## config.mk

```make
export PLATFORM = sky130hd
export DESIGN_NAME = uart_tx_arbiter
export DESIGN_NICKNAME = d
export VERILOG_FILES = /design/src/rtl/uart_tx_arbiter.sv
export SDC_FILE = /design/constraint.sdc
export NUM_CORES = 1
export LEC_CHECK = 0
export ABC_AREA = 1
export BUFFER_PORTS_ARGS = -buffer_cell sky130_fd_sc_hd__clkbuf_2
export CAP_MARGIN = 20
export CORE_MARGIN = 4
export CORE_UTILIZATION = 44
export DETAILED_ROUTE_END_ITERATION = 8
export GPL_TIMING_DRIVEN = 0
export HOLD_SLACK_MARGIN = 0.06
export PLACE_DENSITY = 0.89
export SLEW_MARGIN = 40
export SYNTH_ARGS = -nofsm -noshare
export SYNTH_HDL_FRONTEND = slang
export SYNTH_SLANG_ARGS = --single-unit
export TNS_END_PERCENT = 1
```

## constraint.sdc

```tcl
create_clock -name clk -period 3.5 [get_ports clk]
set_input_delay 0.875 -clock clk [delete_from_list [all_inputs] [get_ports clk]]
set_output_delay 0.875 -clock clk [all_outputs]
set_load 0.1 [all_outputs]
```

## src/rtl/uart_tx_arbiter.sv

```systemverilog
// Round-robin packet arbiter that shares one uart_tx between N_REQ byte streams.
// Optionally prefixes each granted packet with a header byte carrying the channel ID.
module uart_tx_arbiter #(
   parameter int N_REQ = 4,
   parameter int BITS_N = 8,
   parameter bit HDR_EN = 1'b1,
   parameter logic [BITS_N-1:0] HDR_BASE = BITS_N'(8'hA0),
   localparam int ID_W = (N_REQ > 1) ? $clog2(N_REQ) : 1
) (
   input  logic                      clk,
   input  logic                      reset,
   input  logic [N_REQ*BITS_N-1:0]   req_data,
   input  logic [N_REQ-1:0]          req_valid,
   input  logic [N_REQ-1:0]          req_last,
   output logic [N_REQ-1:0]          req_ready,
   output logic [BITS_N-1:0]         tx_data,
   output logic                      tx_valid,
   input  logic                      tx_ready,
   output logic                      busy,
   output logic [ID_W-1:0]           grant_id
);

   typedef enum logic [1:0] {
      IDLE,
      HEADER,
      PAYLOAD
   } state_t;

   state_t state;
   state_t state_nx;
   logic [ID_W-1:0] grant;
   logic [ID_W-1:0] last_grant;
   logic [ID_W-1:0] pick;
   logic            any_valid;
   logic            tx_xfer;
   logic            grant_last;

   assign any_valid  = |req_valid;
   assign tx_xfer    = tx_valid && tx_ready;
   assign grant_last = req_last[grant];
   assign busy       = (state != IDLE);
   assign grant_id   = grant;

   // Search starts just past the last completed grant so it rotates fairly.
   always_comb begin
      int idx;
      logic found;
      pick  = '0;
      found = 1'b0;
      idx   = 0;
      for (int i = 1; i <= N_REQ; i++) begin
         idx = int'(last_grant) + i;
         if (idx >= N_REQ) idx = idx - N_REQ;
         if (!found && req_valid[idx]) begin
            found = 1'b1;
            pick  = ID_W'(idx);
         end
      end
   end

   always_ff @(posedge clk) begin
      if (reset) begin
         state      <= IDLE;
         grant      <= '0;
         last_grant <= ID_W'(N_REQ - 1);
      end else begin
         state <= state_nx;
         if (state == IDLE && any_valid) grant <= pick;
         if (state == PAYLOAD && tx_xfer && grant_last) last_grant <= grant;
      end
   end

   always_comb begin
      state_nx = state;
      unique case (state)
         IDLE: begin
            if (any_valid) state_nx = HDR_EN ? HEADER : PAYLOAD;
         end
         HEADER: begin
            if (tx_xfer) state_nx = PAYLOAD;
         end
         PAYLOAD: begin
            if (tx_xfer && grant_last) state_nx = IDLE;
         end
         default: state_nx = IDLE;
      endcase
   end

   // Payload bytes pass straight through; only tx_ready feeds req_ready.
   always_comb begin
      tx_valid  = 1'b0;
      tx_data   = '0;
      req_ready = '0;
      unique case (state)
         IDLE: begin
            tx_valid = 1'b0;
         end
         HEADER: begin
            tx_valid = 1'b1;
            tx_data  = HDR_BASE | BITS_N'(grant);
         end
         PAYLOAD: begin
            tx_valid         = req_valid[grant];
            tx_data          = req_data[int'(grant)*BITS_N +: BITS_N];
            req_ready[grant] = tx_ready;
         end
         default: tx_valid = 1'b0;
      endcase
   end

endmodule

```

==> run metrics <==
CP endpoint kind primary output; number of synthesized flops with an enable pin 0; routed length per instance 13.34 um; Synth Instances 139; switching share of power 0.6766; maximum buffer depth of the clock tree 2; PwrDens 786.9 nW/um2; crit path kind reg2out; sw power 0.0006469 W; Port Buffer Count 58; RSZ-0062 raised after global routing no; fin crit period 2.896 ns; maximum vdd drop 0.6302 mV; clk slew on worst S/H paths 0.05 ns; top cell type's share of synthesized area 0.1431; Initial Utilization 0.4806; cell total after placement 222; initial antenna violation count 0; type of origin of the critical path register; slowest CP cell dfxtp_1; DRT antenna net count 0; Ports 59; Internal 0.0003092 W; synth cell count leaders 33 x nand2_1, 16 x inv_1, 10 x nor2_1, 10 x o21ai_0, 8 x a22oi_1; CP Data Arrival Time 2.02 ns; Synth area leader nand2_1; clk_skew 0.003756 ns; Tot GR Track Use 0.2205; Post-Route WL 3001 um; Slew headroom 0.6334; Reg2Reg Setup Slack 1.74 ns; endpoints failing setup 0; area post-placement 1192 um2; combinational share of power 0.817; DR iter-0 viols 34; met1 WL 1259 um; Core Rows 15; count of buffer and inverter cells on the critical path 3; post-CTS sizing 0; nets@finish 249; Sink Count 6; hold buffers post-CTS 0; Clk network pwr share 0.069; CTS Buf Count 3; H-tree Lvls 1; post-synth cell types 27; Final Slew Violations 0; Layout area overhead 40.32%; top cells by area, synth nand2_1 14%, dfxtp_1 14%, a22oi_1 6.9%; P_leak 0.6796 nW; CTS tree built; Met2 Wirelength 1575 um; mapped cell area 865.8 um2; crit-path cells inv_4 > nand2_2 > inv_1 > a22o_1 > a221oi_1 > o22ai_1 > clkbuf_2; CP delay by family, top buffers and inverters; Synth Register Bits 6; DRC viols 0; Ant. Diodes 0; Post-CTS Setup Bufs 0; top sig layer met4; post-DP HPWL 2525 um; critical-path maximum fanout 8; Largest stage delay, worst path 0.47 ns; outcome complete, no violations; Die ar. 2742 um2; share of cells above drive strength 1 0.4100; Die X-Extent 52.36 um; die height 52.36 um; top-count cell post-synth nand2_1; Via Count 1185; average size of a mapped cell 6.229 um2; Worst Path Required 2.62 ns; drt via density 5.267; final period utilization 0.8273; Non-Filler Instances 225; gpl congestion 0.8652; largest net degree at the start of global routing 11; first-pass GRT wire length 4650 um; Synth Warn # 0; top_reg_cell synth dfxtp_1; ys async rst share 0; worst min path class reg2reg; Syn Nets 186; Final Instance Area 1215 um2; Core Area 1802 um2; vias in the first global route 1121; metal3 WL 99 um; GRT overflow 0; Peak Freq 345.3 MHz; sequential share of the synthesized area 0.1387; actual slew at the worst max-slew pin 0.5449 ns; CTS root buffer clkbuf_4; Seq pwr share 0.114; Final Hold Viols 0; Clk Latency, worst-skew pair 0.25 ns; number of iterations in the first detailed-routing pass 4; Max Cap Viol 0; fin util 0.6743
[cell usage in the layout (no fill, tap or decap), drive strengths merged, types with 2 or more instances in the layout]
master and n:
ha 4, nand3 7, inv 19, nand4 2, o22ai 3, a22o 4
a221oi 4, a22oi 8, buf 2, a21oi 7, nand2 38, dfxtp 6
nor2 16, o21ai 16, clkbuf 61
[worst register-to-register path: cells and delay by family, from the launching register on]
| family | cells | cell delay (ns) |
|---|---|---|
| adder cells (fa/ha/maj) | 1 | 0.30 |
| buffers and inverters | 2 | 0.19 |
| flip-flops | 1 | 0.38 |
| AND/OR/NAND/NOR | 8 | 0.78 |
[path summary, 6_finish.rpt]
check                      startpoint                     to  cells after the start
max          grant_id[0]$_SDFFE_PP0P_             tx_data[1]                      7
min reg2reg     state[0]$_SDFFE_PP0P_  state[0]$_SDFFE_PP0P_                      2
max reg2reg     state[0]$_SDFFE_PP0P_  state[1]$_SDFFE_PP0P_                     11
min             state[0]$_SDFFE_PP0P_  state[0]$_SDFFE_PP0P_                      2
[through the flow]
step	setup WS [ns]	TNS [ns]	hold slack, ns	power, W
2_1_floorplan	-0.5532	-3.870	0.4758	0.0007483
3_3_place_gp	0.7290	0	0.5007	0.0008634
3_5_place_dp	0.7172	0	0.5130	0.0008877
4_1_cts	0.6145	0	0.5172	0.0009545
5_1_grt	0.4670	0	0.5324	0.001015
6_report	0.6043	0	0.5191	0.0009561
[registers in the layout, indices dropped and copies added, names as in the netlist]
register / flops
grant_id: 2
last_grant: 2
state: 2
[power by group through the flow]
stage / Combinational, W / Clock [W] / Sequential [W]
after floorplan: 0.000585 / 0 / 0.000163
after global placement: 0.000755 / 0 / 0.000108
after detailed placement: 0.000778 / 0 / 0.000110
after CTS: 0.000780 / 0.0000668 / 0.000108
after global routing: 0.000829 / 0.0000751 / 0.000111
final: 0.000781 / 0.0000660 / 0.000109
[kinds of logic (layout without fill, tap and decap cells)]
group,after synthesis,after routing,synth area share
flops,6,6,0.1387
buf+inv,21,82,0.1142
fa+ha+maj,4,4,0.05781
simple gates,66,66,0.3757
compound gates,42,42,0.3136
[metal layers]
layer | vias up | track usage
met4 | 0 | 0.1106
met3 | 10 | 0.03419
met1 | 533 | 0.2699
li1 | 607 | -
met2 | 35 | 0.3678
met5 | - | 0
[layout make-up]
cell class	count	area, um2
Multi-Input combinational cell	112	651.9
Inverter	19	76.32
Fill cell	175	586.8
Sequential cell	6	120.1
Tap cell	25	31.28
Clock buffer	3	22.52
Buffer	2	22.52
Timing Repair Buffer	58	290.3
No activity file was read; power rests on OpenSTA's default activity.
